**config.mk**
```make
export PLATFORM = sky130hd
export DESIGN_NAME = if_id_stage
export DESIGN_NICKNAME = d
export VERILOG_FILES = /design/src/rtl/if_id_stage_pkg.sv /design/src/rtl/if_id_stage_sat_cnt.sv /design/src/rtl/if_id_stage.sv
export SDC_FILE = /design/constraint.sdc
export NUM_CORES = 1
export LEC_CHECK = 0
export ABC_AREA = 1
export BUFFER_PORTS_ARGS = -buffer_cell sky130_fd_sc_hd__buf_2
export CAP_MARGIN = 20
export CORE_UTILIZATION = 54
export DETAILED_ROUTE_END_ITERATION = 12
export GPL_TIMING_DRIVEN = 0
export HOLD_SLACK_MARGIN = 0.08
export PLACE_DENSITY = 0.86
export REMOVE_ABC_BUFFERS = 1
export SYNTH_ARGS = -nofsm -noshare
export SYNTH_HDL_FRONTEND = slang
export SYNTH_SLANG_ARGS = --single-unit
```
**constraint.sdc**
```tcl
create_clock -name clk -period 3.3 [get_ports clk]
set_input_delay 0 -clock clk [delete_from_list [all_inputs] [get_ports clk]]
set_output_delay 0 -clock clk [all_outputs]
set_load 0.01 [all_outputs]
```
**src/rtl/if_id_stage_pkg.sv**
```systemverilog
// rtl/if_id_stage_pkg.sv - shared encodings for the IF/ID pipeline register
package if_id_stage_pkg;

  localparam logic [6:0]  OPC_LOAD     = 7'b000_0011;
  localparam logic [31:0] RV_NOP_INSTR = 32'h0000_0013;

  localparam int OPC_LSB = 0;
  localparam int OPC_MSB = 6;
  localparam int RS1_LSB = 15;
  localparam int RS1_MSB = 19;
  localparam int RS2_LSB = 20;
  localparam int RS2_MSB = 24;

  typedef enum logic [1:0] {
    ST_RUN    = 2'd0,
    ST_STALL  = 2'd1,
    ST_SHADOW = 2'd2
  } ifid_state_e;

  function automatic logic is_load(input logic [31:0] instr);
    return instr[OPC_MSB:OPC_LSB] == OPC_LOAD;
  endfunction

endpackage

```
**src/rtl/if_id_stage_sat_cnt.sv**
```systemverilog
// rtl/if_id_stage_sat_cnt.sv - saturating event counter with synchronous clear
module sat_cnt #(
  parameter int W = 16
) (
  input  logic         clk,
  input  logic         rst,
  input  logic         inc,
  input  logic         clr,
  output logic [W-1:0] cnt
);

  always_ff @(posedge clk or negedge rst) begin
    if (!rst) begin
      cnt <= '0;
    end else if (clr) begin
      cnt <= '0;
    end else if (inc && (cnt != {W{1'b1}})) begin
      cnt <= cnt + W'(1);
    end
  end

endmodule

```
**src/rtl/if_id_stage.sv**
```systemverilog
// rtl/if_id_stage.sv - IF/ID register with hold, flush shadow, bubble and stats
module if_id_stage
  import if_id_stage_pkg::*;
#(
  parameter logic [31:0] RESET_PC     = 32'h0000_0000,
  parameter logic [31:0] NOP_INSTR    = RV_NOP_INSTR,
  parameter int          FLUSH_SHADOW = 1,
  parameter int          CNT_W        = 16,
  parameter int          MAX_HOLD     = 8
) (
  input  logic             clk,
  input  logic             rst,
  input  logic [31:0]      pc_in,
  input  logic [31:0]      instr_in,
  input  logic             valid_in,
  input  logic             hold_in,
  input  logic             flush_in,
  output logic [31:0]      pc_out,
  output logic [31:0]      instr_out,
  output logic             valid_out,
  output logic [6:0]       opcode_out,
  output logic [4:0]       rs1_addr_out,
  output logic [4:0]       rs2_addr_out,
  output logic             bubble_out,
  output logic [CNT_W-1:0] stall_cnt_out,
  output logic [CNT_W-1:0] flush_cnt_out,
  output logic             hold_err_out
);

  localparam logic [1:0] SHADOW_INIT = 2'(FLUSH_SHADOW);
  localparam int         HW          = $clog2(MAX_HOLD + 1);
  localparam logic [HW-1:0] HOLD_LIMIT = HW'(MAX_HOLD);
  localparam logic [HW-1:0] HOLD_ONE   = HW'(1);

  ifid_state_e state_q, state_d;
  logic [1:0]  shadow_q, shadow_d;
  logic [31:0] pc_q, instr_q;
  logic        valid_q;
  logic        load, kill, stall_inc;
  logic [HW-1:0] hold_run_q;
  logic        hold_err_q;
  logic        hold_hit;

  always_ff @(posedge clk or negedge rst) begin
    if (!rst) begin
      state_q  <= ST_RUN;
      shadow_q <= 2'd0;
    end else begin
      state_q  <= state_d;
      shadow_q <= shadow_d;
    end
  end

  // Flush outranks hold; RUN and STALL differ only in whether the word is taken.
  always_comb begin
    state_d   = state_q;
    shadow_d  = shadow_q;
    load      = 1'b0;
    kill      = 1'b0;
    stall_inc = 1'b0;
    if (flush_in) begin
      kill     = 1'b1;
      shadow_d = SHADOW_INIT;
      state_d  = ST_SHADOW;
    end else begin
      stall_inc = hold_in;
      case (state_q)
        ST_RUN, ST_STALL: begin
          if (hold_in) begin
            state_d = ST_STALL;
          end else begin
            state_d = ST_RUN;
            load    = 1'b1;
          end
        end
        ST_SHADOW: begin
          shadow_d = shadow_q - 2'd1;
          if (shadow_q <= 2'd1) state_d = ST_RUN;
        end
        default: state_d = ST_RUN;
      endcase
    end
  end

  always_ff @(posedge clk or negedge rst) begin
    if (!rst) begin
      pc_q    <= RESET_PC;
      instr_q <= NOP_INSTR;
      valid_q <= 1'b0;
    end else if (kill) begin
      instr_q <= NOP_INSTR;
      valid_q <= 1'b0;
    end else if (load) begin
      pc_q    <= pc_in;
      instr_q <= instr_in;
      valid_q <= valid_in;
    end
  end

  // Watchdog tracks consecutive hold requests that were not overridden by a flush.
  assign hold_hit = hold_in && !flush_in;

  always_ff @(posedge clk or negedge rst) begin
    if (!rst) begin
      hold_run_q <= '0;
      hold_err_q <= 1'b0;
    end else begin
      if (!hold_hit) begin
        hold_run_q <= '0;
      end else if (hold_run_q != HOLD_LIMIT) begin
        hold_run_q <= hold_run_q + HOLD_ONE;
      end
      if (hold_hit && (hold_run_q == HOLD_LIMIT - HOLD_ONE)) hold_err_q <= 1'b1;
    end
  end

  sat_cnt #(.W(CNT_W)) u_stall_cnt (
    .clk (clk),
    .rst (rst),
    .inc (stall_inc),
    .clr (1'b0),
    .cnt (stall_cnt_out)
  );

  sat_cnt #(.W(CNT_W)) u_flush_cnt (
    .clk (clk),
    .rst (rst),
    .inc (kill),
    .clr (1'b0),
    .cnt (flush_cnt_out)
  );

  assign pc_out       = pc_q;
  assign valid_out    = valid_q;
  assign instr_out    = valid_q ? instr_q : NOP_INSTR;
  assign opcode_out   = instr_out[OPC_MSB:OPC_LSB];
  assign rs1_addr_out = instr_out[RS1_MSB:RS1_LSB];
  assign rs2_addr_out = instr_out[RS2_MSB:RS2_LSB];
  assign bubble_out   = !valid_q || hold_in;
  assign hold_err_out = hold_err_q;

endmodule

```
# --- Word-level counts from Yosys, hierarchy flattened ---
# Cells that the tools add are included.
totals:
  register_bits: 106
  latchBits: 0
  ramBits: 0
  mem_bits_ro: 0
  output_inout_bits: 116
  word_cells: 53
  memories: 0
classes:
  addsub: 4
  n_mul: 0
  n_div: 0
  n_lt_le_gt_ge: 1
  eq_ne: 8
  shifts: 0
  muxes: 18
  bitwise_logic: 1
  n_reduce_logical: 12
op_table:
  columns: ["op", "n"]
  rows:
  - ["$mux W32", 3]
  - ["$add A16 B1 Y16 const B", 2]
  - ["$ne A16 B16 Y1 const B", 2]
  - ["$mux W1", 8]
  - ["$mux W2", 4]
  - ["$mux W4", 2]
  - ["$add A4 B1 Y4 const B", 1]
  - ["$eq A4 B3 Y1 const B", 1]
  - ["$logic_and A1 B1 Y1", 4]
  - ["$ne A4 B4 Y1 const B", 1]
  - ["$pmux W2 S2", 1]
  - ["$reduce_bool A2 Y1", 2]
  - ["$ne A3 B3 Y1 const B", 1]
  - ["$eq A2 B1 Y1 const B", 1]
  - ["$eq A2 B2 Y1 const B", 1]
  - ["$le A2 B1 Y1 const B", 1]
  - ["$logic_not A1 Y1", 2]
  - ["$logic_not A2 Y1", 1]
  - ["$ne A2 B1 Y1 const B", 1]
  - ["$reduce_and A2 Y1", 1]
  - ["$reduce_or A2 Y1", 1]
  - ["$sub A2 B1 Y2 const B", 1]
  - ["$logic_or A1 B1 Y1", 1]
  - ["$not A1 Y1", 1]

# --- Logic depth before layout (Yosys ltp) ---
# Gate-level depths: netlist (run 1).
logic_depth:
  ltp_word: 6
  ltp_mapped: 9
  depth_no_buf: 9

# --- Hierarchy ---
# Synthesis (run 1) repeated with hierarchy kept, for this count alone.
unflattened:
  cells_unflattened: 706
  hier_area_um2: 5420.2
modules_own_cells:
  columns: ["module", "instances", "cells_per_inst", "area_each_um2", "seq_area_each_um2"]
  rows:
  - ["if_id_stage", 1, 418, 3345.7, 1855.5]
  - ["sat_cnt", 2, 144, 1037.2, 400.4]

# --- Least setup slack after synthesis (run 1) ---
# OpenSTA, ideal clock, no wires.
synth_timing:
  kind: "register -> register"
  start: "register u_stall_cnt.cnt[0]"
  end: "register u_stall_cnt.cnt[15]"
  setup_time_ns: 0.116
  t_arrival_ns: 1.416
  t_required_ns: 3.184
  setup_slack_ns: 1.768
  path_stages_with_launch: 10
  path_cell_list: "dfrtp_1 ha_1 nand3_2 inv_2 nand2_2 nor2_4 nor2_4 clkinv_2 nand2_1 nand2_1"
synth_between:
  elab_chain_len: 2
synth_lines:
  columns: ["element", "line", "source"]
  rows:
  - ["from (decl)", "if_id_stage_sat_cnt.sv:9", "output logic [W-1:0] cnt"]
  - ["from (signal assigned)", "if_id_stage_sat_cnt.sv:18", "cnt <= cnt + W'(1);"]
  - ["parallel branches: the longest is 2 deep, another holds $add A16 B1 Y16", null, null]
# Several ways; the timed one is not identified.
# A chain may end at the register's enable or synchronous reset.

# --- Final worst setup path (run 1) ---
layout_timing:
  start: "register state_q[1]"
  end: "register pc_q[25], in the netlist pc_out[25]"
layout_between:
  elab_chain_len: 5
layout_lines:
  columns: ["element", "line", "source"]
  rows:
  - ["from (decl)", "if_id_stage.sv:35", "ifid_state_e state_q, state_d;"]
  - ["from (signal assigned)", "if_id_stage.sv:49", "state_q <= state_d;"]
  - ["$eq A2 B1 Y1 / $logic_not A2 Y1 (equally long branches)", "if_id_stage.sv:67", "case (state_q)"]
  - ["$reduce_or A2 Y1 (*)", "if_id_stage.sv:67", null]
  - ["$mux W1 (*)", "if_id_stage.sv:67", null]
  - ["$mux W1 (*)", "if_id_stage.sv:61", "if (flush_in) begin"]
  - ["$reduce_and A2 Y1 (no source line) (*)", null, null]
  - ["to (signal assigned)", "if_id_stage.sv:94", "pc_q <= pc_in;"]
  - ["to (decl)", "if_id_stage.sv:37", "logic [31:0] pc_q, instr_q;"]
# Every way passes the cells marked *; elsewhere a longest branch is shown, timed or not.

==> summary.txt, run 1 <==
Critical path
  – Crit Path Max Fanout: 62
  – WP data required: 3.58 ns
  – Cell mode on critical path: nand2_1
  – Slowest CP cell: inv_2
  – FF-to-FF Start: state_q[1]$_DFFE_PN0P_
  – CP Class: reg2reg
  – Crit end category: register
  – R2R depth: 5
  – CP startpoint: state_q[1]$_DFFE_PN0P_
  – CP Cell Sequence: nor2_1, nand2_4, inv_2, nand2_1, nand2_1
  – Biggest cell delay along the critical path: 0.86 ns
  – CP Data Arrival Time: 2.56 ns
  – R2r setup slk: 1.02 ns
  – Reg2Reg Capture Point: pc_out[25]$_DFFE_PN0P_
  – Critical Path End: pc_out[25]$_DFFE_PN0P_
  – CP Launch Type: register

Placed design
  – IO Port Bufs: 184
  – DP HPWL: 8761 um
  – Pre-CTS setup slack: 1.160 ns
  – Placed Cells incl. Taps: 904
  – Gpl congestion: 0.8297
  – Area post-placement: 0.006106 mm2

STA
  – Setup TNS: 0 ns
  – Slew margin rel.: 30.92%
  – Slew @ Worst Pin: 1.035 ns
  – Post-route minimum period: 2.276 ns
  – Slack of the critical path: 1.024 ns
  – Unrepaired setup endpoints after global routing: false
  – Fin Clk Skew: 0.01263 ns
  – Slew Limit Fails: 0
  – Fin. Hold Viols: 0
  – Setup-failing EPs final: 0
  – Final Cycle Share: 68.98%
  – Fmax: 439.3 MHz
  – Worst hold slack: 0.1017 ns

Layout
  – Fin area: 0.006992 mm2
  – Non-filler cells in the finished layout: 988
  – Antenna Cells: 0
  – Layout area overhead: 34.04%
  – Most frequent cells in the layout: nand2_1, buf_2, dfrtp_1, dlygate4sd3_1, inv_1
  – Layout cells sized above 1: 27.82%
  – Fin util: 75.31%
  – Post-layout nets: 928
  – Commonest non-fill, non-tap cell in the layout: nand2_1

Yosys
  – Top_reg_cell synth: dfrtp_1
  – Synth Instances: 624
  – Yosys reg bits: 106
  – Library cells used by synthesis: 31
  – Post-synth EDFFs: 0
  – Mapped cell area: 0.005216 mm2
  – Async SR Flop Fraction: 100.0%
  – Register area share after synthesis: 50.92%
  – Post-Synthesis Mean Instance Area: 8.359 um2
  – Yosys warns: 0

Clock network
  – Worst-Skew Late Latency: 0.35 ns
  – Clk sink count: 106
  – CTS tree: yes
  – Clock transition at path regs: 0.11 ns
  – CTS Root Buffer Type: clkbuf_8
  – CTS Buf Count: 9
  – Maximum buffer depth of the clock tree: 2
  – H-Tree Depth: 3
  – # Post-CTS Setup Buffers: 0

Detailed routing
  – Drt first pass iters: 5
  – # DRC: 0
  – Total Wirelength: 14090 um
  – Routed Antenna Nets: 0
  – DR iter-0 viols: 178
  – DR vias: 4995
  – DR vias/cell: 5.056
  – Wire per inst: 14.26 um

GRT
  – GRT Residual Overflow: 0
  – First-pass GRT wire length: 22540 um
  – Antenna violations before repair: 0
  – Number of global-route vias before repair: 5046
  – GRT Resource Usage Total: 28.13%
  – Largest net degree at the start of global routing: 63

Min path
  – Hold Path Class: in2reg

Die
  – Initial Utilization: 56.19%
  – Ports: 185
  – Die width: 100.3 um
  – CORE AREA: 0.009284 mm2
  – Die area: 0.01006 mm2
  – Die Height: 100.3 um
  – # rows: 35

Status
  – Run status: complete, no violations

Power and ir drop
  – Final Total Pwr: 3.010 mW
  – Cell Pwr Density: 430.6 mW/mm2
  – Leak: 4.016 nW
  – VDD IR max: 0.3103 mV

Run
  – MaxCap Viol Count: 0
==> repair_timing <==
action                     in CTS  in global routing
setup endpoints to repair       0                  0
hold endpoints to repair      113                  0
gates resized for setup         0                  0
hold buffers                   67                  0
==> worst min path at each step <==
| stage | from | end | cells after the start |
|---|---|---|---|
| 6_report | hold_in | hold_run_q[2]$_DFFE_PN0P_ | 5 |
| 3_3_place_gp | pc_in[4] | pc_out[4]$_DFFE_PN0P_ | 3 |
| 3_5_place_dp | rst | u_flush_cnt.cnt[13]$_DFFE_PN0P_ | 1 |
| 4_1_cts | hold_in | hold_run_q[2]$_DFFE_PN0P_ | 5 |
| 2_1_floorplan | rst | hold_err_out$_DFFE_PN0P_ | 0 |
| 5_1_grt | hold_in | hold_run_q[2]$_DFFE_PN0P_ | 5 |
==> power by group <==
part / switching, mW / leakage (nW) / internal [mW] / total (mW)
Sequential: 0.144 / 1.38 / 1.45 / 1.59
Combinational: 0.356 / 2.54 / 0.298 / 0.655
Clock: 0.458 / 0.0948 / 0.305 / 0.764
==> logic make-up after synthesis <==
kind of cell             synth area share [%]
AND/OR/NAND/NOR                         28.71
flip-flops                              50.92
AO/OA/AOI/OAI                           7.100
adder cells (fa/ha/maj)                 1.199
XOR/XNOR                                2.183
buffers and inverters                   9.882
==> registers in the layout, indices dropped and copies added (netlist names) <==
name	count
instr_q	32
valid_out	1
shadow_q	2
state_q	2
pc_out	32
u_stall_cnt.cnt	16
hold_err_out	1
hold_run_q	4
u_flush_cnt.cnt	16
==> layout make-up <==
| type | instances | area [um2] |
|---|---|---|
| Timing Repair Buffer | 254 | 1664 |
| Clock inverter | 6 | 50.05 |
| Sequential cell | 106 | 2656 |
| Clock buffer | 10 | 137.6 |
| Inverter | 73 | 275.3 |
| Tap cell | 129 | 161.4 |
| Fill cell | 635 | 2292 |
| Multi-Input combinational cell | 410 | 2047 |
==> critical path: cells and delay by family (launching register included) <==
family,cells,cell delay (ns)
AND/OR/NAND/NOR,4,0.92
buffers and inverters,1,0.86
flip-flops,1,0.42
==> synthesized netlist by cell type (3+ instances only) <==
| cell type | n | area share [%] |
|---|---|---|
| nand2_1 | 248 | 18 |
| dfrtp_1 | 103 | 49 |
| inv_1 | 66 | 4.7 |
| nor2_1 | 35 | 2.5 |
| a22o_1 | 30 | 5.0 |
| buf_4 | 23 | 3.3 |
| nand3_1 | 20 | 1.9 |
| nand4_1 | 14 | 1.7 |
| o21ai_0 | 9 | 0.86 |
| xnor2_1 | 7 | 1.2 |
| buf_2 | 6 | 0.58 |
| inv_2 | 6 | 0.43 |
| nand2_4 | 6 | 1.3 |
| nor2_2 | 6 | 0.72 |
| xor2_1 | 6 | 1.0 |
| ha_1 | 5 | 1.2 |
| nor2_4 | 5 | 1.1 |
| a21oi_1 | 4 | 0.38 |
| clkbuf_1 | 4 | 0.29 |
| dfstp_2 | 3 | 1.5 |
| nand2_2 | 3 | 0.36 |
==> routing by layer <==
metal / routed length, um / GRT usage [%] / share of wire (%)
met5: 0 / 0 / 0
met4: 345 / 10.14 / 2.4
met3: 1031 / 4.596 / 7.3
met2: 7264 / 51.53 / 52
met1: 5450 / 33.23 / 39
Note: power is estimated with default switching activity, not from simulation.
==> run 2, diff against run 1 <==
CORE_UTILIZATION = 45   (was 54)
PLACE_DENSITY = 0.76   (was 0.86)
clock period = 1.9 ns   (was 3.3 ns; I/O delays follow)
==> summary.txt, run 2 (synthesized netlist as in run 1, its figures left out) <==
Status
  – Run status: complete, no violations

Detailed routing
  – Total Wirelength: 13020 um
  – Routed Antenna Nets: 0
  – DR vias: 4801
  – DR vias/cell: 4.796
  – Drt first pass iters: 4
  – DR WL met2: 6560 um
  – DR iter-0 viols: 288
  – Wl on met1: 5517 um
  – Top sig layer: met4
  – DR WL met3: 664 um
  – Wire per inst: 13.00 um
  – # DRC: 0

Layout
  – Fin area: 0.007157 mm2
  – Antenna Cells: 0
  – Most frequent cells in the layout: nand2_1, buf_2, dfrtp_1, dlygate4sd3_1, inv_1
  – Post-layout nets: 930
  – # fillers: 924
  – Commonest non-fill, non-tap cell in the layout: nand2_1
  – Layout cells sized above 1: 27.99%
  – Layout area overhead: 37.20%

Die
  – Die area: 0.01203 mm2
  – Ports: 185
  – CORE AREA: 0.01108 mm2
  – Die width: 109.7 um
  – Initial Utilization: 47.09%
  – # rows: 38
  – Die Height: 109.7 um

Critical path
  – CP Cell Sequence: nor2_1, nand2_4, inv_6, nand2_1, nand2_1
  – Cell mode on critical path: nand2_1
  – Slowest CP cell: inv_6
  – CP Data Arrival Time: 2.04 ns
  – WP data required: 2.17 ns
  – Crit end category: register
  – Family with the most delay on the worst path: simple AND/OR/NAND/NOR gates
  – Crit Path Max Fanout: 62
  – CP Class: reg2reg
  – CP Launch Type: register
  – Critical path buffers and inverters: 1
  – Biggest cell delay along the critical path: 0.46 ns

STA
  – Final Cycle Share: 93.11%
  – Worst hold slack: 0.1194 ns
  – Post-route minimum period: 1.769 ns
  – Fin Clk Skew: 0.004627 ns
  – Fin. Hold Viols: 0
  – Slack of the critical path: 0.1309 ns
  – Slew Limit Fails: 0
  – Fmax: 565.3 MHz
  – Slew @ Worst Pin: 0.8192 ns
  – Slew margin rel.: 45.39%
  – Unrepaired setup endpoints after global routing: false
  – Setup-failing EPs final: 0

Placed design
  – Gpl congestion: 0.8170
  – DP HPWL: 8084 um
  – IO Port Bufs: 184
  – Area post-placement: 0.006125 mm2
  – Pre-CTS setup slack: -0.2923 ns

Power and ir drop
  – VDD IR max: 0.6404 mV
  – Leak: 4.090 nW
  – Cell Pwr Density: 812.8 mW/mm2
  – Final Total Pwr: 5.817 mW

GRT
  – Antenna violations before repair: 0
  – GRT Resource Usage Total: 22.68%
  – Largest net degree at the start of global routing: 64
  – Number of global-route vias before repair: 4602
  – First-pass GRT wire length: 21160 um
  – GRT Residual Overflow: 0

Clock network
  – CTS tree: yes
  – H-Tree Depth: 3
  – Clk sink count: 106
  – Clock transition at path regs: 0.07 ns
  – Maximum buffer depth of the clock tree: 2
  – CTS Buf Count: 9
  – Worst-Skew Late Latency: 0.34 ns
  – CTS Root Buffer Type: clkbuf_16

Run
  – MaxCap Viol Count: 0

Min path
  – Hold Path Class: in2reg
## run 2: worst paths after layout
kind	cells past startpoint	startpoint	slack, ns	endpoint
setup / recovery	5	state_q[1]$_DFFE_PN0P_	0.13	pc_out[9]$_DFFE_PN0P_
hold / removal	5	hold_in	0.12	hold_run_q[2]$_DFFE_PN0P_
setup reg to reg	5	state_q[1]$_DFFE_PN0P_	0.13	pc_out[9]$_DFFE_PN0P_
hold reg to reg	2	instr_q[0]$_DFFE_PN1P_	0.47	instr_q[0]$_DFFE_PN1P_
max in group asynchronous	3	rst	0.83	instr_q[0]$_DFFE_PN1P_
min in group asynchronous	2	rst	0.30	u_stall_cnt.cnt[13]$_DFFE_PN0P_
## run 2: where the power goes
group | switching (mW) | total (mW) | internal [mW]
sequential | 0.245 | 2.76 | 2.52
combinational | 0.605 | 1.13 | 0.522
clock | 0.827 | 1.93 | 1.10
## run 2: metrics by stage
| stage | cells | utilization [%] | setup TNS (ns) |
|---|---|---|---|
| final | 1001 | 64.60 | 0 |
| after global routing | 1001 | 64.60 | 0 |
| after CTS | 1000 | 64.33 | 0 |
| after detailed placement | 915 | 55.29 | -15.84 |
| after global placement | 913 | 54.81 | -65.00 |
| after floorplan | 589 | - | 0 |
## run 2: repair_timing
| item | CTS | global route |
|---|---|---|
| gates resized for setup | 1 | 1 |
| hold endpoints to repair | 129 | 0 |
| pin swaps | 1 | 0 |
| setup buffers | 2 | 0 |
| hold buffers | 67 | 0 |
| endpoints found under the setup margin | 72 | 62 |
## run 2: tightest hold or removal path: stages
cell,delay (ns)
buf_2,0.11
inv_1,0.15
nor2_8,0.06
nand2_1,0.07
nor3_1,0.04
## run 2: area by class of cell
type	count	area (um2)	share of cell area [%]
clock buffers	11	252.7	3.531
clock inverters	5	61.31	0.8566
inverters	73	280.3	3.916
flip-flops and latches	106	2656	37.12
well taps	140	175.2	2.448
repair buffers	256	1684	23.53
multi-input cells	410	2047	28.60
## run 2: routing by layer
metal,track usage (%),vias to the layer above
met2,39.31,155
li1,-,2397
met4,8.952,0
met1,27.51,2226
met5,0,-
met3,4.801,23
